File: src/rtl/arb_pkg.sv
// Shared encodings for the memory arbiter: FSM states, port indices and
// the default abort timeout.
package arb_pkg;

    typedef enum logic [1:0] {
        IDLE = 2'd0,
        WAIT = 2'd1,
        RESP = 2'd2
    } arb_state_t;

    localparam int PORT_I          = 0;
    localparam int PORT_D          = 1;
    localparam int DEFAULT_TIMEOUT = 16;

endpackage

File: src/rtl/rr_arb2.sv
// Combinational 2-way round-robin pick. On a tie the port that did not win
// last time gets the grant; last = 1 means D won most recently.
module rr_arb2
    import arb_pkg::*;
(
    input  logic       i_req,
    input  logic       d_req,
    input  logic       last,
    output logic [1:0] gnt
);

    always_comb begin
        gnt = 2'b00;
        if (i_req && d_req) begin
            gnt[PORT_I] = last;
            gnt[PORT_D] = ~last;
        end else begin
            gnt[PORT_I] = i_req;
            gnt[PORT_D] = d_req;
        end
    end

endmodule

File: src/rtl/mem_arbiter.sv
// Round-robin arbiter sharing one single-port memory between an instruction
// fetch port (I) and a data port (D). Optional macro: ARB_TIMEOUT_EN.
module mem_arbiter
    import arb_pkg::*;
#(
    parameter int ADDR_W  = 32,
    parameter int DATA_W  = 32,
    parameter int TIMEOUT = DEFAULT_TIMEOUT
) (
    input  logic              clk,
    input  logic              rst,
    input  logic              i_req,
    input  logic [ADDR_W-1:0] i_addr,
    output logic              i_done,
    input  logic              d_req,
    input  logic              d_we,
    input  logic [ADDR_W-1:0] d_addr,
    input  logic [DATA_W-1:0] d_wdata,
    output logic              d_done,
    output logic [DATA_W-1:0] rdata,
    output logic [1:0]        gnt,
    output logic              err,
    output logic              mem_req,
    output logic              mem_we,
    output logic [ADDR_W-1:0] mem_addr,
    output logic [DATA_W-1:0] mem_wdata,
    input  logic              mem_ack,
    input  logic [DATA_W-1:0] mem_rdata
);

    arb_state_t        state, state_n;
    logic              last, last_n;
    logic [1:0]        pick;
    logic [1:0]        gnt_n;
    logic              mem_req_n, mem_we_n;
    logic [ADDR_W-1:0] mem_addr_n;
    logic [DATA_W-1:0] mem_wdata_n, rdata_n;
    logic              i_done_n, d_done_n, err_n;

`ifdef ARB_TIMEOUT_EN
    localparam int CNT_W = $clog2(TIMEOUT + 1);
    logic [CNT_W-1:0] cnt, cnt_n;
`endif

    rr_arb2 u_pick (
        .i_req (i_req),
        .d_req (d_req),
        .last  (last),
        .gnt   (pick)
    );

    always_comb begin
        state_n     = state;
        last_n      = last;
        gnt_n       = gnt;
        mem_req_n   = mem_req;
        mem_we_n    = mem_we;
        mem_addr_n  = mem_addr;
        mem_wdata_n = mem_wdata;
        rdata_n     = rdata;
        i_done_n    = 1'b0;
        d_done_n    = 1'b0;
        err_n       = 1'b0;
`ifdef ARB_TIMEOUT_EN
        cnt_n       = cnt;
`endif
        case (state)
            IDLE: begin
                if (|pick) begin
                    gnt_n       = pick;
                    mem_req_n   = 1'b1;
                    mem_we_n    = pick[PORT_D] & d_we;
                    mem_addr_n  = pick[PORT_D] ? d_addr : i_addr;
                    mem_wdata_n = pick[PORT_D] ? d_wdata : '0;
                    state_n     = WAIT;
`ifdef ARB_TIMEOUT_EN
                    cnt_n       = '0;
`endif
                end
            end
            WAIT: begin
                // Ack wins over a timeout landing in the same cycle.
                if (mem_ack) begin
                    rdata_n   = mem_we ? '0 : mem_rdata;
                    mem_req_n = 1'b0;
                    i_done_n  = gnt[PORT_I];
                    d_done_n  = gnt[PORT_D];
                    last_n    = gnt[PORT_D];
                    state_n   = RESP;
                end
`ifdef ARB_TIMEOUT_EN
                else if (cnt == CNT_W'(TIMEOUT - 1)) begin
                    rdata_n   = '0;
                    mem_req_n = 1'b0;
                    i_done_n  = gnt[PORT_I];
                    d_done_n  = gnt[PORT_D];
                    err_n     = 1'b1;
                    last_n    = gnt[PORT_D];
                    state_n   = RESP;
                end else begin
                    cnt_n = cnt + 1'b1;
                end
`endif
            end
            RESP: begin
                gnt_n   = 2'b00;
                state_n = IDLE;
            end
            default: begin
                gnt_n     = 2'b00;
                mem_req_n = 1'b0;
                state_n   = IDLE;
            end
        endcase
    end

    always_ff @(posedge clk) begin
        if (rst) begin
            state     <= IDLE;
            last      <= 1'b1;
            gnt       <= 2'b00;
            mem_req   <= 1'b0;
            mem_we    <= 1'b0;
            mem_addr  <= '0;
            mem_wdata <= '0;
            rdata     <= '0;
            i_done    <= 1'b0;
            d_done    <= 1'b0;
            err       <= 1'b0;
`ifdef ARB_TIMEOUT_EN
            cnt       <= '0;
`endif
        end else begin
            state     <= state_n;
            last      <= last_n;
            gnt       <= gnt_n;
            mem_req   <= mem_req_n;
            mem_we    <= mem_we_n;
            mem_addr  <= mem_addr_n;
            mem_wdata <= mem_wdata_n;
            rdata     <= rdata_n;
            i_done    <= i_done_n;
            d_done    <= d_done_n;
            err       <= err_n;
`ifdef ARB_TIMEOUT_EN
            cnt       <= cnt_n;
`endif
        end
    end

endmodule

File: config.mk
export PLATFORM = sky130hd
export DESIGN_NAME = mem_arbiter
export DESIGN_NICKNAME = d
export VERILOG_FILES = /design/src/rtl/arb_pkg.sv /design/src/rtl/rr_arb2.sv /design/src/rtl/mem_arbiter.sv
export SDC_FILE = /design/constraint.sdc
export NUM_CORES = 1
export LEC_CHECK = 0
export CAP_MARGIN = 10
export CORE_AREA = 2 2 95 115
export DETAILED_ROUTE_END_ITERATION = 7
export DIE_AREA = 0 0 97 117
export PLACE_DENSITY_LB_ADDON = 0.12
export SETUP_SLACK_MARGIN = 0.1
export SYNTH_ARGS = -nofsm -noshare
export SYNTH_HDL_FRONTEND = slang
export SYNTH_SLANG_ARGS = --single-unit
File: constraint.sdc
create_clock -name clk -period 3.4 [get_ports clk]
set_input_delay 0.68 -clock clk [delete_from_list [all_inputs] [get_ports clk]]
set_output_delay 0.68 -clock clk [all_outputs]
set_load 0.01 [all_outputs]
Yosys cells after proc, flatten, opt, wreduce, memory -nomap -nowiden
Index checks and enable logic that the tools add are counted.
- bits in registers: 105
- bits of input ports: 134
- output and inout port bits: 103
- reductions and logical operators: 9
- equal/unequal tests: 4
- muxes and demuxes: 12
- bitwise gates (word level): 5
- operator list (operator ; count):
    2-to-1 mux 32 bit ; 3
    2-to-1 mux 2 bit ; 4
    case mux 2 bit (2 select lines) ; 2
    AND reduction 2 bit ; 4
    inequality test 2 bit (second input constant) ; 2
    inverter 1 bit ; 4
    case mux 1 bit (3 select lines) ; 1
    AND reduction 3 bit ; 1
    OR reduction 3 bit ; 1
    == test 2 x 1 -> 1 bit (second input constant) ; 1
    == test 2 bit (second input constant) ; 1
    zero test 2 bit ; 1
    2-to-1 mux 1 bit ; 2
    OR reduction 2 bit ; 1
    bitwise AND 1 bit ; 1
    logical AND 1 bit ; 1

Longest topological paths before layout
Gate-level depths: netlist of the first run.
- depth in word-level cells: 5
- gate-level depth with buffers: 5
- depth with buffers taken out: 3

Modules after synthesis
From an unflattened synthesis of the first run, not the netlist that was laid out.
- cell total of the unflattened synthesis: 404
- area, all modules: 3960.0 um2
- modules (own cells, without submodules) (module ; instances ; area each (um2) ; sequential area each (um2) ; cells each):
    mem_arbiter ; 1 ; 3941.3 ; 2102.0 ; 401
    rr_arb2 ; 1 ; 18.8 ; 0.0 ; 3

Worst setup path after synthesis of the first run
No wires, ideal clock.
- path kind: input to register
- from: input mem_ack
- to: register rdata[0]
- arrival time: 1399 ps
- setup time: 117 ps
- data required time: 3283 ps
- setup slack: 1885 ps
- buffers on the path: 2
- stages: 5
- cells stage by stage: nand3b_4 > nor2b_1 > buf_2 > buf_2 > a22o_1
- word-level cells in the longest chain between the ends: 1
- ends and longest elaborated chain (what ; line ; text):
    start, declared ; mem_arbiter.sv:27 ; input logic mem_ack,
    AND reduction 2 bit (no line) ; - ;
    end signal, assigned ; mem_arbiter.sv:141 ; rdata <= rdata_n;
    end, declared ; mem_arbiter.sv:20 ; output logic [DATA_W-1:0] rdata,
No other way between the ends.
A chain may end at the register's enable or synchronous reset.

Final worst setup path of the first run
- from: input i_req
- to: register mem_addr[20]
- word-level cells in the longest chain between the ends: 4
- elaborated cells between the ends (all ways): 5
- classes of those cells: mux (2); reduce/logical (3)
- ends and longest elaborated chain (what ; line ; text):
    start, declared ; mem_arbiter.sv:12 ; input logic i_req,
    logical AND 1 bit ; rr_arb2.sv:14 ; if (i_req && d_req) begin
    2-to-1 mux 2 bit * ; rr_arb2.sv:14 ;
    OR reduction 2 bit ; mem_arbiter.sv:69 ; if (|pick) begin
    AND reduction 2 bit (no line) ; - ;
    end signal, assigned ; mem_arbiter.sv:139 ; mem_addr <= mem_addr_n;
    end, declared ; mem_arbiter.sv:25 ; output logic [ADDR_W-1:0] mem_addr,
Mark *: on every way between the ends. The rest lies on a longest branch, timed or not.

==> results of run 1 <==
-- worst reg2reg max path, cell delays in order (launching register included) --
cell and delay [ns]:
dfxtp_1 0.40, nor2_4 0.84, buf_4 0.36, nand3_1 0.11
a21oi_1 0.17
-- registers in the layout (all words and copies together), names as in the netlist --
name and cells:
mem_req 1, last 1, d_done 1, mem_we 1, gnt 2, mem_wdata 32
mem_addr 32, rdata 32, i_done 1, state 2
-- worst min path at each step --
stage          slack [ns]       end      from
3_5_place_dp         0.46   mem_req   mem_req
4_1_cts              0.47   mem_req   mem_req
2_1_floorplan        0.48   mem_req   mem_req
3_3_place_gp         0.45   mem_req   mem_req
6_report             0.46   mem_req   mem_req
5_1_grt              0.49  rdata[4]  rdata[4]
-- cell type report --
type,count,area share
clock buffers,10,0.03574
clock inverters,6,0.009731
inverters,2,0.001123
multi-input cells,286,0.2481
flip-flops and latches,105,0.3144
well taps,129,0.02414
repair buffers,249,0.3668
-- logic make-up (layout without fill, tap and decap cells) --
family                 count (synthesis)  count (layout)  share of synthesized area
flip-flops                           105             105                     0.5286
AO/OA/AOI/OAI                        171             171                     0.2810
AND/OR/NAND/NOR                      114             114                     0.1293
other                                  1               1                  0.0009431
buffers and inverters                 49             267                    0.06010
-- through the flow --
stage	utilization	instance area (um2)	total power [uW]	hold slack, ns
finish	0.6485	6686	3082	0.4648
global route	0.6485	6686	3208	0.4910
CTS	0.6485	6686	3108	0.4654
detailed placement	0.6190	6382	2049	0.4561
global placement	0.6190	6382	2038	0.4513
floorplan	-	3976	1664	0.4805
-- report_power, final --
part | switching, uW | internal [uW] | total, uW | leakage (uW)
clock | 468 | 594 | 1060 | 0.000149
sequential | 49.3 | 1320 | 1370 | 0.000860
combinational | 288 | 366 | 654 | 0.00145
-- cell usage in the layout (no fill, tap or decap), types with 9 or more instances in the layout --
master	count
dfxtp_1	105
nand2_1	66
a311oi_1	32
buf_4	14
a21oi_1	68
a22o_1	32
clkbuf_16	9
nand3_1	33
clkdlybuf4s50_1	234
o21ai_1	30
-- layer usage --
metal	vias up	track usage	share of wire
li1	2021	-	-
met1	1951	0.2548	0.41
met2	167	0.3852	0.49
met3	23	0.06116	0.072
met4	0	0.09577	0.023
met5	-	0	0
==> flow_metrics.py, run 1 <==
metrics = {
    "outcome": {
        "status": "completed",
    },
    "synth": {
        "synthesis.nets": 574,
        "syn_area_um2": 3976,
        "syn_area_per_cell_um2": 9.037,
        "ys_seq_elements": 105,
        "yosys-top-cells-area": "dfxtp_1 53%, a21oi_1 8.6%, a22o_1 7.0%",
        "synth_edf_count": 0,
        "synth_top_area_share": 0.5286,
        "syn_inst": 440,
        "yosysTopAreaCell": "dfxtp_1",
        "async_flop_share": 0,
        "synth_cell_types": 29,
        "synthTopCellsByCount": "105 x dfxtp_1, 68 x a21oi_1, 66 x nand2_1",
        "synth_warnings": 0,
        "synthFlopType": "dfxtp_1",
        "ys_seq_area_frac": 0.5286,
        "synth.most_common_cell": "dfxtp_1",
    },
    "worst_setup_path": {
        "arrival_ns": 2.50,
        "worst-r2r-setup-slack_ns": 1.44,
        "cp_max_fo": 21,
        "cp_num_buf_inv": 2,
        "reg2regPathDepth": 4,
        "cp-end-kind": "register",
        "cpLargestDelayFamily": "buffers and inverters",
        "startpoint_type": "input port",
        "worst_path_largest_cell_delay_ns": 0.56,
        "startpoint": "i_req",
        "worstSetupPathType": "in -> reg",
        "worstReg2RegStart": "state[0]",
        "cp_slowest_cell": "a21boi_4",
        "timing.rr.end": "mem_wdata[18]",
        "worstPathRequired_ns": 3.65,
        "cp_cell_sequence": "clkdlybuf4s50_1, a21boi_4, buf_4, nand2_1, a311oi_1",
        "crit_cells": 5,
        "endpoint": "mem_addr[20]",
    },
    "place": {
        "dp_cells": 771,
        "place_congestion": 0.7919,
        "port_buffers": 235,
        "dp_hpwl_mm": 9.179,
        "dp_slack_ns": 0.7269,
    },
    "sta": {
        "hold_viol_final": 0,
        "clock-skew-final_ns": 0.003979,
        "period_share": 0.6644,
        "rsz0062_at_grt": "false",
        "worst_pin_slew_ns": 1.131,
        "tns_ns": 0,
        "slew_viol_final": 0,
        "max_freq_mhz": 442.7,
        "setup_slack_ns": 1.141,
        "period_needed_ns": 2.259,
        "finalSetupViolCount": 0,
        "relSlewSlack": 0.2438,
    },
    "die": {
        "dieHeight_um": 117,
        "die_area_um2": 11350,
        "start_util": 0.3856,
        "core-area_um2": 10310,
        "rows": 41,
        "die_w_um": 97,
        "pin_count": 237,
    },
    "power": {
        "leakage_uw": 0.002458,
        "vdd_ir_drop_max_mv": 0.2536,
        "pwr_density_cell_nw_per_um2": 460.9,
    },
    "cells_and_area": {
        "nFillCells": 870,
        "register_area_um2": 2102,
        "drive_above_1_share": 0.05927,
        "antenna_cells": 0,
        "multi_input_area_um2": 1659,
        "stdcell_count": 787,
        "nets": 787,
        "area_growth_pct": 68.16,
    },
    "grt": {
        "grtUsageTotal": 0.2200,
        "grt_max_degree": 73,
        "grt_pass1_wl_mm": 20.20,
        "antenna_found_initial": 0,
        "grt_overflow": 0,
        "grt_pass1_vias": 4031,
    },
    "clocking": {
        "cts_buffers": 9,
        "clock_latency_ns": 0.34,
        "cts_sinks": 105,
        "cts_hold_buf": 0,
        "clockRootBuffer": "clkbuf_16",
        "htreeDepth": 3,
        "tritoncts": "built",
        "path_clk_slew_ns": 0.07,
        "post_cts_buffers": 0,
        "cts_resized": 0,
        "clockBufferDepth": 2,
    },
    "hold_path": {
        "holdPathStages": 2,
        "min_path_type": "reg -> reg",
    },
    "routing": {
        "wl_per_cell_um": 16.42,
        "postRouteWirelength_mm": 12.92,
        "drtPass1Iterations": 4,
        "via_per_inst": 5.288,
        "drt_iter0_drc": 175,
        "postRouteAntennaNets": 0,
        "num_vias": 4162,
        "drc_errors": 0,
    },
    "flow_run": {
        "maxCapViolCount": 0,
    },
}
Power figures use the tool's default switching activity.
==> run 2, diff against run 1 <==
--- a/config.mk
+++ b/config.mk
@@ -6,9 +6,9 @@
 export NUM_CORES = 1
 export LEC_CHECK = 0
 export CAP_MARGIN = 10
-export CORE_AREA = 2 2 95 115
+export CORE_AREA = 2 2 98 119
 export DETAILED_ROUTE_END_ITERATION = 7
-export DIE_AREA = 0 0 97 117
+export DIE_AREA = 0 0 100 121
 export PLACE_DENSITY_LB_ADDON = 0.12
 export SETUP_SLACK_MARGIN = 0.1
 export SYNTH_ARGS = -nofsm -noshare
==> constraint.sdc (replaced) <==
create_clock -name clk -period 2.2 [get_ports clk]
set_input_delay 0.44 -clock clk [delete_from_list [all_inputs] [get_ports clk]]
set_output_delay 0.44 -clock clk [all_outputs]
set_load 0.01 [all_outputs]
==> flow_metrics.py, run 2 (synthesis gave the netlist of run 1 again) <==
metrics = {
    "flow_run": {
        "maxCapViolCount": 0,
    },
    "worst_setup_path": {
        "worst_path_largest_cell_delay_ns": 0.58,
        "startpoint": "mem_we",
        "startpoint_type": "register",
        "arrival_ns": 1.31,
        "worstSetupPathType": "reg -> out",
        "cp-end-kind": "primary output",
        "cp_cell_sequence": "clkdlybuf4s50_1",
        "cp_max_fo": 3,
        "cpLargestDelayFamily": "buffers and inverters",
        "worstReg2RegStart": "state[0]",
        "worstPathRequired_ns": 1.76,
        "cp_slowest_cell": "clkdlybuf4s50_1",
        "cp_num_buf_inv": 1,
    },
    "sta": {
        "slew_viol_final": 0,
        "period_needed_ns": 1.754,
        "relSlewSlack": 0.5425,
        "period_share": 0.7973,
        "rsz0062_at_grt": "false",
        "hold_viol_final": 0,
        "worst_pin_slew_ns": 0.6831,
        "finalSetupViolCount": 0,
        "clock-skew-final_ns": 0.005904,
        "max_freq_mhz": 570.1,
    },
    "die": {
        "rows": 42,
        "core-area_um2": 10930,
        "die_w_um": 100,
        "die_area_um2": 12100,
        "dieHeight_um": 121,
        "pin_count": 237,
        "start_util": 0.3638,
    },
    "clocking": {
        "cts_resized": 0,
        "clockBufferDepth": 2,
        "path_clk_slew_ns": 0.07,
        "tritoncts": "built",
        "cts_sinks": 105,
        "htreeDepth": 3,
        "post_cts_buffers": 0,
        "cts_buffers": 9,
        "cts_hold_buf": 0,
        "clockRootBuffer": "clkbuf_16",
        "clock_latency_ns": 0.34,
    },
    "routing": {
        "wl_per_cell_um": 16.73,
        "drt_iter0_drc": 112,
        "via_per_inst": 5.310,
        "postRouteAntennaNets": 0,
        "drtPass1Iterations": 4,
        "postRouteWirelength_mm": 13.24,
        "drc_errors": 0,
        "num_vias": 4200,
    },
    "cells_and_area": {
        "drive_above_1_share": 0.05918,
        "nets": 789,
        "multi_input_area_um2": 1659,
        "nFillCells": 966,
        "final_cell_mix": "234 x clkdlybuf4s50_1, 105 x dfxtp_1, 68 x a21oi_1",
        "antenna_cells": 0,
        "final_common_cell": "clkdlybuf4s50_1",
        "fin_util": 0.6161,
        "register_area_um2": 2102,
        "stdcell_count": 791,
        "postLayoutCellArea_um2": 6734,
        "area_growth_pct": 69.35,
        "biggestRegsByFlops": "mem_addr x32, mem_wdata x32, rdata x32",
    },
    "place": {
        "dp_hpwl_mm": 9.401,
        "dp_cells": 775,
        "port_buffers": 235,
        "placed_cell_area_um2": 6456,
        "place_congestion": 0.7900,
    },
    "grt": {
        "grt_overflow": 0,
        "grtUsageTotal": 0.2116,
        "grt_max_degree": 60,
        "antenna_found_initial": 0,
        "grt_pass1_vias": 4118,
        "grt_pass1_wl_mm": 20.50,
    },
    "outcome": {
        "status": "completed",
    },
    "power": {
        "vdd_ir_drop_max_mv": 0.3188,
        "finalPower_uw": 4600,
        "pwr_density_cell_nw_per_um2": 683.1,
        "leakage_uw": 0.002466,
    },
    "hold_path": {
        "min_path_type": "reg -> reg",
        "hp-start": "mem_req",
    },
}
[run 2: cell types whose count changed in the layout (fill, tap and decap cells not counted)]
cell / change
clkbuf_8: -1
clkinv_4: +1
buf_8: +1
inv_6: -2
clkbuf_1: +1
bufinv_16: -1
buf_12: +5
buf_4: -4
clkinvlp_4: +1
[run 2: routing by layer]
layer | routed length [um] | vias to the layer above | track usage
met2 | 6394 | 172 | 0.3598
met3 | 1056 | 22 | 0.06855
met4 | 272 | 0 | 0.07705
met1 | 5512 | 1985 | 0.2482
met5 | 0 | - | 0
li1 | - | 2021 | -
[run 2: power breakdown]
part	leakage (uW)	switching (uW)	total [uW]	internal, uW
combinational	0.00148	450	1040	587
clock	0.000124	692	1450	759
sequential	0.000860	76.6	2110	2040
total	0.00247	1220	4600	3380
[run 2: final timing paths]
| check | slack [ns] | endpoint | depth (start not counted) |
|---|---|---|---|
| max | 0.45 | mem_we | 1 |
| max reg2reg | 0.47 | mem_addr[30] | 4 |
| min reg2reg | 0.47 | mem_req | 2 |
| min | 0.47 | mem_req | 2 |
[run 2: tightest hold or removal path, cell delays in order, from the launching register on]
cell	delay [ns]
dfxtp_1	0.31
nand2_1	0.06
a21oi_1	0.06
[run 2: area by class of cell]
| class | instances | share of cell area |
|---|---|---|
| clock buffers | 10 | 0.03400 |
| clock inverters | 5 | 0.005017 |
| inverters | 2 | 0.001115 |
| multi-input cells | 286 | 0.2464 |
| flip-flops and latches | 105 | 0.3122 |
| well taps | 132 | 0.02453 |
| repair buffers | 251 | 0.3768 |
[run 2: stage by stage]
stage / setup TNS (ns) / setup slack, ns / hold WS (ns)
finish: 0 / 0.4459 / 0.4709
floorplan: 0 / 0.9247 / 0.4805
global route: 0 / 0.3015 / 0.4930
global placement: -4.435 / -0.1452 / 0.4594
CTS: 0 / 0.1393 / 0.4709
detailed placement: -5.502 / -0.1828 / 0.4617
==> run 3, diff against run 2 <==
--- a/config.mk
+++ b/config.mk
@@ -6,9 +6,9 @@
 export NUM_CORES = 1
 export LEC_CHECK = 0
 export CAP_MARGIN = 10
-export CORE_AREA = 2 2 98 119
+export CORE_AREA = 2 2 102 124
 export DETAILED_ROUTE_END_ITERATION = 7
-export DIE_AREA = 0 0 100 121
+export DIE_AREA = 0 0 104 126
 export PLACE_DENSITY_LB_ADDON = 0.12
 export SETUP_SLACK_MARGIN = 0.1
 export SYNTH_ARGS = -nofsm -noshare
==> constraint.sdc (replaced) <==
create_clock -name clk -period 1.5 [get_ports clk]
set_input_delay 0.3 -clock clk [delete_from_list [all_inputs] [get_ports clk]]
set_output_delay 0.3 -clock clk [all_outputs]
set_load 0.01 [all_outputs]
==> flow_metrics.py, run 3 (synthesis gave the netlist of run 1 again) <==
metrics = {
    "sta": {
        "relSlewSlack": 0.6397,
        "period_share": 0.9038,
        "finalSetupViolCount": 0,
        "holdWs_ns": 0.4610,
        "tns_ns": 0,
        "slew_viol_final": 0,
        "max_freq_mhz": 737.6,
        "period_needed_ns": 1.356,
        "clock-skew-final_ns": 0.01058,
        "rsz0062_at_grt": "true",
        "worst_pin_slew_ns": 0.5404,
        "hold_viol_final": 0,
    },
    "grt": {
        "grt_max_degree": 49,
        "grt_pass1_wl_mm": 20.71,
        "grtUsageTotal": 0.1956,
        "antenna_found_initial": 0,
        "grt_overflow": 0,
        "grt_pass1_vias": 3991,
    },
    "outcome": {
        "status": "completed",
    },
    "worst_setup_path": {
        "worstPathRequired_ns": 1.20,
        "endpoint": "mem_we",
        "worstSetupPathType": "reg -> out",
        "reg2regPathDepth": 5,
        "timing.rr.end": "mem_addr[13]",
        "worst_path_largest_cell_delay_ns": 0.41,
        "cpLargestDelayFamily": "flip-flops",
        "cp_num_buf_inv": 1,
        "cp-end-kind": "primary output",
        "cp_max_fo": 3,
        "worst-r2r-setup-slack_ns": 0.18,
        "startpoint_type": "register",
        "arrival_ns": 1.06,
        "startpoint": "mem_we",
        "cp_slowest_cell": "dfxtp_1",
        "crit_cells": 1,
        "worstReg2RegStart": "state[1]",
        "cp_cell_sequence": "clkdlybuf4s15_1",
    },
    "clocking": {
        "cts_buffers": 9,
        "clockRootBuffer": "clkbuf_16",
        "cts_sinks": 105,
        "clock_latency_ns": 0.34,
        "tritoncts": "built",
        "clockBufferDepth": 2,
        "htreeDepth": 3,
        "path_clk_slew_ns": 0.07,
    },
    "place": {
        "dp_cells": 813,
        "dp_hpwl_mm": 9.091,
        "port_buffers": 235,
        "place_congestion": 0.7626,
    },
    "power": {
        "pwr_density_cell_nw_per_um2": 1021,
        "power.switching_uw": 1792,
        "vdd_ir_drop_max_mv": 0.7699,
        "p_seq_frac": 0.437,
        "p_comb_frac": 0.213,
        "leakage_uw": 0.003031,
        "sw_frac_of_total": 0.2543,
        "power.share.clock": 0.350,
        "power.internal_uw": 5253,
    },
    "hold_path": {
        "min_path_type": "reg -> reg",
    },
    "cells_and_area": {
        "multi_input_area_um2": 1687,
        "nFillCells": 1134,
        "area_growth_pct": 73.57,
        "final_cell_mix": "130 x clkdlybuf4s50_1, 104 x dfxtp_1, 103 x dlygate4sd2_1",
        "stdcell_count": 834,
        "final_common_cell": "clkdlybuf4s50_1",
        "nets": 803,
        "fin_util": 0.5804,
        "biggestRegsByFlops": "mem_addr x32, mem_wdata x32, rdata x32",
        "drive_above_1_share": 0.08172,
        "antenna_cells": 0,
        "register_area_um2": 2103,
    },
    "routing": {
        "postRouteWirelength_mm": 13.08,
        "via_per_inst": 5.007,
        "drt_iter0_drc": 153,
        "postRouteAntennaNets": 0,
        "num_vias": 4176,
        "drc_errors": 0,
        "wl_per_cell_um": 15.68,
        "drtPass1Iterations": 4,
    },
    "die": {
        "start_util": 0.3344,
        "dieHeight_um": 126,
        "rows": 44,
        "die_w_um": 104,
        "core-area_um2": 11890,
        "pin_count": 237,
        "die_area_um2": 13100,
    },
    "flow_run": {
        "maxCapViolCount": 0,
    },
}
run 3: cell types whose count changed in the layout (fill, tap and decap cells not counted), sizes merged, moves of 2 or more:
cell / delta
clkdlybuf4s50: -104
dlygate4sd2: +103
buf: +11
bufinv: +2
clkinvlp: -2
run 3: power by group through the flow:
stage | logic, uW | registers (uW) | clock network (uW)
4_1_cts | 1480 | 3080 | 2530
3_3_place_gp | 1550 | 3150 | 0
2_1_floorplan | 537 | 3230 | 0
5_1_grt | 1630 | 3110 | 2630
6_report | 1500 | 3080 | 2470
3_5_place_dp | 1570 | 3150 | 0
run 3: worst register-to-register path: cells and delay by family (launching register included):
family	cells	cell delay, ns
AOI/OAI and AO/OA	1	0.10
DFF	1	0.32
buffers and inverters	2	0.34
and+or+nand+nor	2	0.42
run 3: how the worst min path moves through the flow:
stage | slack (ns) | cells past startpoint | from | endpoint
5_1_grt | 0.47 | 2 | mem_req | mem_req
3_3_place_gp | 0.45 | 2 | mem_req | mem_req
6_report | 0.46 | 2 | mem_req | mem_req
4_1_cts | 0.46 | 2 | mem_req | mem_req
3_5_place_dp | 0.46 | 2 | mem_req | mem_req
2_1_floorplan | 0.43 | 1 | mem_rdata[2] | rdata[2]
run 3: timing repair:
item,4_1_cts,5_1_grt
hold buffers,0,0
endpoints found under the setup margin,169,56
gates cloned,2,1
setup buffers,3,0
resized for setup,108,9
pin swaps,0,2
run 3: routing by layer:
layer / global-route usage / vias up / part of all wire
met5: 0 / - / 0
met3: 0.05124 / 13 / 0.075
li1: - / 2060 / -
met1: 0.2444 / 1934 / 0.44
met2: 0.3297 / 169 / 0.47
met4: 0.06280 / 0 / 0.015
run 3: cell type report:
class,instances,area share
clock buffer,10,0.03318
clock inverter,5,0.01142
inverter,2,0.001088
multi-input combinational,287,0.2444
sequential,105,0.3048
tap,161,0.02919
timing repair buffer,264,0.3760
run 3: through the flow:
stage	power [uW]	area [um2]	worst slack, ns
3_5_place_dp	4716	6598	-0.7183
2_1_floorplan	3771	3976	0.2436
3_3_place_gp	4698	6598	-0.7070
5_1_grt	7365	6902	0.08754
6_report	7044	6902	0.1442
4_1_cts	7097	6858	0.1006
